### config.mk
export PLATFORM = sky130hd
export DESIGN_NAME = branch_predict_unit
export DESIGN_NICKNAME = d
export VERILOG_FILES = /design/src/rtl/branch_predict_unit.sv
export SDC_FILE = /design/constraint.sdc
export NUM_CORES = 1
export LEC_CHECK = 0
export ABC_AREA = 1
export ABC_CLOCK_PERIOD_IN_PS = 3380
export BUFFER_PORTS_ARGS = -buffer_cell sky130_fd_sc_hd__buf_4
export CAP_MARGIN = 10
export CORE_MARGIN = 1
export CORE_UTILIZATION = 50
export CTS_BUF_LIST = sky130_fd_sc_hd__clkbuf_16
export DETAILED_ROUTE_END_ITERATION = 12
export HOLD_SLACK_MARGIN = 0.1
export PLACE_DENSITY = 0.81
export SYNTH_ARGS = -nofsm -noshare
export SYNTH_HDL_FRONTEND = slang
export SYNTH_SLANG_ARGS = --single-unit
### constraint.sdc
create_clock -name clk -period 3.38 [get_ports clk]
set_input_delay 0.169 -clock clk [delete_from_list [all_inputs] [get_ports clk]]
set_output_delay 0.169 -clock clk [all_outputs]
set_load 0.05 [all_outputs]
### src/rtl/branch_predict_unit.sv
// branch_predict_unit
//   Branch decode/resolve in ID plus a direct-mapped table of 2-bit
//   saturating counters read by IF for a taken/not-taken prediction.
//   Mispredicts raise a one-cycle redirect request with the correct next PC.
//
// Ports:
//   clk, reset          clock, synchronous active-high reset
//   if_pc               fetch PC used for the table lookup
//   if_pred_taken       prediction for if_pc (0-cycle lookup)
//   id_valid, id_stall  ID slot qualifiers
//   id_opcode/rt/imm    instruction fields of the ID instruction
//   id_pc               PC of the ID instruction
//   id_rs_data/rt_data  forwarded operands
//   id_pred_taken       prediction carried through IF/ID
//   id_is_branch, id_taken, id_mispredict, id_redirect_pc  resolve results
//   perf_branches, perf_mispredicts  saturating event counters
//
// Optional feature: define BRANCH_PERF_EN to build the performance counters;
// otherwise both perf ports are tied to 0 and no counter flops exist.
module branch_predict_unit #(
  parameter int WIDTH     = 32,
  parameter int BHT_DEPTH = 16,
  parameter int CNT_W     = 32
) (
  input  logic             clk,
  input  logic             reset,
  input  logic [WIDTH-1:0] if_pc,
  output logic             if_pred_taken,
  input  logic             id_valid,
  input  logic             id_stall,
  input  logic [5:0]       id_opcode,
  input  logic [4:0]       id_rt,
  input  logic [15:0]      id_imm,
  input  logic [WIDTH-1:0] id_pc,
  input  logic [WIDTH-1:0] id_rs_data,
  input  logic [WIDTH-1:0] id_rt_data,
  input  logic             id_pred_taken,
  output logic             id_is_branch,
  output logic             id_taken,
  output logic             id_mispredict,
  output logic [WIDTH-1:0] id_redirect_pc,
  output logic [CNT_W-1:0] perf_branches,
  output logic [CNT_W-1:0] perf_mispredicts
);

  localparam int IDX = $clog2(BHT_DEPTH);

  localparam logic [5:0] OP_REGIMM = 6'b000001;
  localparam logic [5:0] OP_BEQ    = 6'b000100;
  localparam logic [5:0] OP_BNE    = 6'b000101;

  // pc + 4 + (sign_extend(imm) << 2), wrapping modulo 2^WIDTH
  function automatic logic [WIDTH-1:0] branch_target(input logic [WIDTH-1:0] pc,
                                                      input logic [15:0]      imm);
    logic signed [WIDTH-1:0] off;
    off = {{(WIDTH-18){imm[15]}}, imm, 2'b00};
    return pc + WIDTH'(4) + off;
  endfunction

  function automatic logic [1:0] cnt_update(input logic [1:0] cnt, input logic taken);
    logic [1:0] res;
    res = cnt;
    if (taken && cnt != 2'b11)
      res = cnt + 2'd1;
    else if (!taken && cnt != 2'b00)
      res = cnt - 2'd1;
    return res;
  endfunction

  logic [1:0]     bht_q [BHT_DEPTH];
  logic [1:0]     bht_d;
  logic [IDX-1:0] if_idx;
  logic [IDX-1:0] id_idx;
  logic           bht_we;

  logic signed [WIDTH-1:0] rs_s;
  logic is_bltz, is_bgez, is_beq, is_bne, cond;
  logic unused_ok;

  // Only the index bits of if_pc are needed for the lookup.
  assign unused_ok = ^if_pc;

  // ---- ID decode / resolve (combinational)
  always_comb begin
    rs_s    = id_rs_data;
    is_bltz = (id_opcode == OP_REGIMM) && (id_rt == 5'b00000);
    is_bgez = (id_opcode == OP_REGIMM) && (id_rt == 5'b00001);
    is_beq  = (id_opcode == OP_BEQ);
    is_bne  = (id_opcode == OP_BNE);
    cond    = (is_bltz && (rs_s < 0)) ||
              (is_bgez && !(rs_s < 0)) ||
              (is_beq  && (id_rs_data == id_rt_data)) ||
              (is_bne  && (id_rs_data != id_rt_data));
    id_is_branch   = id_valid && (is_bltz || is_bgez || is_beq || is_bne);
    id_taken       = id_is_branch && cond;
    id_redirect_pc = id_taken ? branch_target(id_pc, id_imm) : id_pc + WIDTH'(4);
    // A predicted-taken non-branch (aliasing) also mispredicts.
    id_mispredict  = id_valid && !id_stall && (id_taken != id_pred_taken);
  end

  // ---- IF lookup (combinational, no bypass of a same-cycle update)
  assign if_idx        = if_pc[IDX+1:2];
  assign if_pred_taken = !reset && bht_q[if_idx][1];

  // ---- table update
  assign id_idx = id_pc[IDX+1:2];
  assign bht_we = id_is_branch && !id_stall;
  assign bht_d  = cnt_update(bht_q[id_idx], id_taken);

  always_ff @(posedge clk) begin
    if (reset) begin
      for (int i = 0; i < BHT_DEPTH; i++)
        bht_q[i] <= 2'b01;
    end else if (bht_we) begin
      bht_q[id_idx] <= bht_d;
    end
  end

`ifdef BRANCH_PERF_EN
  function automatic logic [CNT_W-1:0] sat_inc(input logic [CNT_W-1:0] v);
    return (&v) ? v : v + CNT_W'(1);
  endfunction

  logic [CNT_W-1:0] perf_br_q, perf_br_d;
  logic [CNT_W-1:0] perf_mp_q, perf_mp_d;

  always_comb begin
    perf_br_d = bht_we        ? sat_inc(perf_br_q) : perf_br_q;
    perf_mp_d = id_mispredict ? sat_inc(perf_mp_q) : perf_mp_q;
  end

  always_ff @(posedge clk) begin
    if (reset) begin
      perf_br_q <= '0;
      perf_mp_q <= '0;
    end else begin
      perf_br_q <= perf_br_d;
      perf_mp_q <= perf_mp_d;
    end
  end

  assign perf_branches    = perf_br_q;
  assign perf_mispredicts = perf_mp_q;
`else
  assign perf_branches    = '0;
  assign perf_mispredicts = '0;
`endif

endmodule

Word level (Yosys, flattened, before mapping)
Memory sizes are Yosys's and may differ from the RTL's.
Index checks and enable logic that the tools add are counted.

cells by class
  $add $sub $neg = 4
  $lt $le $gt $ge = 1
  eq/ne operators = 8
  multiplexer cells = 11
  reductions and logical operators = 27

operators with widths
  cell                                                  count
  adder 32 x 3 -> 32 bit (second input constant)        1
  adder 32 bit                                          1
  equality test 32 bit                                  1
  < comparator 32 x 1 -> 1 bit (second input constant)  1
  two-way mux 32 bit                                    1
  != test 32 bit                                        1
  logical AND 1 bit                                     14
  equality test 6 x 3 -> 1 bit (second input constant)  2
  equality test 6 x 1 -> 1 bit (second input constant)  1
  logical OR 1 bit                                      6
  two-way mux 1 bit                                     6
  two-way mux 2 bit                                     3
  equality test 5 x 1 -> 1 bit (second input constant)  1
  zero test 5 bit                                       1
  zero test 1 bit                                       4
  two-way mux 4 bit                                     1
  adder 2 x 1 -> 2 bit (second input constant)          1
  != test 2 bit (second input constant)                 1
  nonzero test 2 bit                                    1
  OR reduction 2 bit                                    1
  subtractor 2 x 1 -> 2 bit (second input constant)     1
  != test 1 bit                                         1

storage, ports and cells
  register bits after elaboration = 0
  RAM bits = 32
  bits of input ports = 160
  output and inout bits = 100
  word-level logic and storage cells = 52
  memories = 1

memories
  name   words  width  read ports  clocked after Yosys merged registers in  write ports  line  RTL
  bht_q  16     2      2           0                                        16           70    logic [1:0] bht_q [BHT_DEPTH];

Longest topological paths before layout
  depth in word-level cells = 12
  mapped depth = 23
  mapped depth without buffers = 23

Worst setup path after synthesis
Ideal clock, no wire load.

  path type = input-to-output
  from = in id_pc[2]
  to = out id_redirect_pc[24]
  arrival time = 3522 ps
  data required time = 3211 ps
  setup slack = -311 ps
  cell stages on the path = 19
  path buffers = 0
  path through = ha_1 -> inv_1 -> nor2_2 -> inv_2 -> nor4_4 -> nand4_1 -> nor2_1 -> nand2_1 -> xor2_1 -> inv_1 -> ha_1 -> nand2_1 -> nor2_1 -> inv_1 -> nor2_1 -> nand2_1 -> o2111ai_1 -> xnor2_1 -> o21ai_0

between the ends
  longest elaborated chain between the ends = 3

ends and longest elaborated chain
  element                     line    RTL
  start, declared             34      input logic [WIDTH-1:0] id_pc,
  adder 32 x 3 -> 32 bit (*)  57, 96
  adder 32 bit                57      return pc + WIDTH'(4) + off;
  two-way mux 32 bit (*)      96      id_redirect_pc = id_taken ? branch_target(id_pc, id_imm) : id_pc + WIDTH'(4);
  end, declared               41      output logic [WIDTH-1:0] id_redirect_pc,

Mark *: on every way between the ends. The rest lies on a longest branch, timed or not.

Worst setup path in the final report
  from = in id_pc[2]
  to = out id_redirect_pc[26]

The elaborated chain is that of the path after synthesis.

==> results by group <==
Synth
  – Post-synth EDFFs: 32
  – Share of synthesized flip-flops with an asynchronous set or reset: 0%
  – #FFs+latches synth: 32
  – Post-Syn Area: around 5900 µm²
  – Netlist cell types: 50
  – Register area share after synthesis: 16.3%
  – Ys Warns: 0
  – Top_reg_cell synth: edfxtp_1
  – Synthesized area per cell: 6.56 µm²
  – Cells after synthesis: ~900

Timing
  – Setup TNS: 0 ns
  – Slew margin rel.: slightly below 50%
  – Clock skew: approximately 0.0019 ns
  – PnR worst setup slack: approximately 0.055 ns
  – Tmin final: between 3 and 4 ns
  – Final Slew Violations: 0
  – Final hold violation count: 0
  – Fmax: ~0.3 GHz
  – Crit share post-route: a little over nine tenths
  – Final setup viols: 0
  – RSZ-0062 raised after global routing: yes
  – Worst Max-Slew Pin Slew: 0.767 ns

Global route
  – First-pass GRT wire length: roughly 27,000 µm
  – Largest net degree at the start of global routing: 40
  – Antenna violations before repair: 0
  – Gr ovfl total: 0
  – Number of global-route vias before repair: ~5,800
  – Total Routing Usage GR: about a quarter

Critical path
  – Crit path kind: in -> out
  – Critical path fanouts, max: 3
  – CP most frequent cell: nand2_1
  – Crit path max-delay family: simple AND/OR/NAND/NOR gates
  – CP Launch Type: primary input
  – Register-to-register path setup slack: 1.12 ns
  – Crit-path cells: buf_8, buf_6, nand3_4, nor2_4, nand2_2, nor2_4, buf_4, nand4_1, xnor2_2, ha_1, a21oi_1, o21ai_0, a21oi_1, o21ai_2, nand2_1, nand2_1, nand2_1, nand2_1, or2_2, nand3_1, o21ai_1, buf_6
  – CP Buf/Inv Count: 4
  – Worst EP arrival: roughly 3.2 ns
  – WP data required: 3.21 ns
  – Crit path capture type: output port
  – Slowest CP cell: ha_1
  – Crit-path max cell delay: about 0.29 ns

Floorplanning
  – Placeable Area: 11,500 µm²
  – Die area: about 12,000 µm²
  – FP Rows: 39
  – Die Wd: 110 µm
  – Num ports: 260
  – DIE HEIGHT: around 110 µm
  – Starting density of the core: 51.3%

Clocking
  – Hold Buf Count CTS: 0
  – Clk root buf: clkbuf_16
  – TritonCTS sink count: 32
  – CTS max path bufs: 2
  – Clk_lat worst skew: around 0.27 ns
  – CTS Buf Count: 5
  – CTS H-Tree Depth: 2
  – TritonCTS clock tree: built

Final layout
  – Largest registers: bht_q x32
  – Number of diodes: 0
  – NumNets Final: ~1,300
  – Fill cells: roughly 940
  – Fin area: approximately 8000 µm²
  – Highest-count cells in the layout ignoring fill and taps: nand2_1, buf_4, inv_1, nor2_1, conb_1
  – Most flops, register: bht_q
  – Ratio of cells with drive above 1 in the final layout: 30.7%
  – Util after Layout: ~70%
  – Max FFs per register: 32
  – P&R area growth vs syn: 34.8%
  – Most common cell after layout, fill and taps aside: nand2_1

Route
  – Routed wire per std cell: roughly 14 µm
  – Iteration-0 DRC count of the detailed router: between 400 and 500
  – DRC: 0
  – Final WL: approximately 18,000 µm
  – Drt pass-1 iters: 6
  – Routed vias/inst: around 5.3
  – Post-route antenna net violation count: 0
  – Via count: approximately 6,500

Pwr
  – Leak pwr: between 3 and 4 nW
  – Peak VDD IR: around 0.00033 V
  – PwrDens: 256 nW/µm²

Place
  – Port Buffer Count: approximately 160
  – Hpwl dp: between 10,000 and 15,000 µm
  – GP Congestion: ~1
  – Pre-CTS WS: -0.0854 ns
  – DP Area: around 7300 µm²

Outcome
  – Status: complete, no violations

Job
  – Max-cap violations: 0

Worst hold path
  – Hold WC Path Type: in -> out
cells in the mapped netlist (3+ instances only):
library cell,number,area share [%]
a21o_1,4,0.51
a21oi_1,52,4.4
a21oi_2,10,1.5
buf_2,11,0.94
buf_4,70,8.9
clkbuf_1,3,0.19
edfxtp_1,32,16
ha_1,42,8.9
inv_1,87,5.5
inv_2,5,0.32
nand2_1,217,14
nand2_2,6,0.64
nand3_1,32,2.7
nand3_2,3,0.51
nand3_4,3,0.89
nand4_1,31,3.3
nor2_1,82,5.2
nor2_2,3,0.32
nor2_4,6,1.1
nor3_1,9,0.77
o211ai_1,4,0.51
o21ai_0,68,5.8
o21ai_1,13,1.1
o21bai_1,3,0.38
o22ai_1,4,0.43
xnor2_1,46,6.8
xor2_1,25,3.7
kinds of logic (layout without fill, tap and decap cells):
group | after synthesis | after routing | share of synthesized area, %
xor gates and xnor gates | 71 | 71 | 10.6
DFF | 32 | 32 | 16.3
and+or+nand+nor | 402 | 402 | 31.4
adders and majority gates | 43 | 43 | 9.27
AOI/OAI and AO/OA | 169 | 169 | 16.1
buffers and inverters | 179 | 318 | 16.3
other | 1 | 64 | 0.0637
worst register-to-register path, stage by stage, from the launching register on:
cell	delay, ns
edfxtp_1	0.35
o21ai_0	0.24
o22ai_1	0.13
nand2_1	0.10
nand4_1	0.20
inv_1	0.16
ha_1	0.16
inv_1	0.06
nand2_2	0.09
nand2_1	0.07
nand2_2	0.26
nand4_1	0.16
layout make-up:
class / instances / area (µm²) / area share, %
clock buffers: 5 / 125 / 1.58
inverters: 94 / 359 / 4.53
multi-input cells: 749 / 4600 / 58.0
clock inverters: 3 / 11.3 / 0.142
flip-flops and latches: 32 / 961 / 12.1
well taps: 143 / 179 / 2.26
repair buffers: 216 / 1700 / 21.4
where the power goes:
| group | switching, mW | total (mW) | internal, mW |
|---|---|---|---|
| registers | 0.00349 | 0.449 | 0.445 |
| logic | 0.750 | 1.17 | 0.418 |
| clock network | 0.151 | 0.415 | 0.264 |
per-stage QoR:
stage	hold WS [ns]	total power, mW	cells
floorplan	0.505	1.24	960
global placement	0.338	1.51	1229
detailed placement	0.338	1.52	1229
CTS	0.338	1.93	1239
global route	0.338	2.13	1242
finish	0.338	2.03	1242
worst paths after layout:
check	depth (start not counted)	from	end
setup reg to reg	11	bht_q[9][0]$_SDFFCE_PN1P_	bht_q[14][0]$_SDFFCE_PN1P_
hold reg to reg	6	bht_q[4][0]$_SDFFCE_PN1P_	bht_q[12][0]$_SDFFCE_PN1P_
hold / removal	0	id_pc[0]	id_redirect_pc[0]
setup / recovery	22	id_pc[2]	id_redirect_pc[26]
metal layers:
layer / global-route usage (%) / part of all wire, % / up-vias
li1: - / - / 3245
met1: 32.8 / 39 / 2925
met2: 48.5 / 51 / 320
met3: 2.14 / 6.7 / 53
met4: 8.62 / 3.4 / 0
met5: 0 / 0 / -
timing repair:
action	CTS	global route
gates resized for setup	5	112
buffers inserted	2	3
pin swaps	7	45
endpoints found under the setup margin	7	12
endpoints found under the hold margin	0	0
No activity file was read; power rests on OpenSTA's default activity.
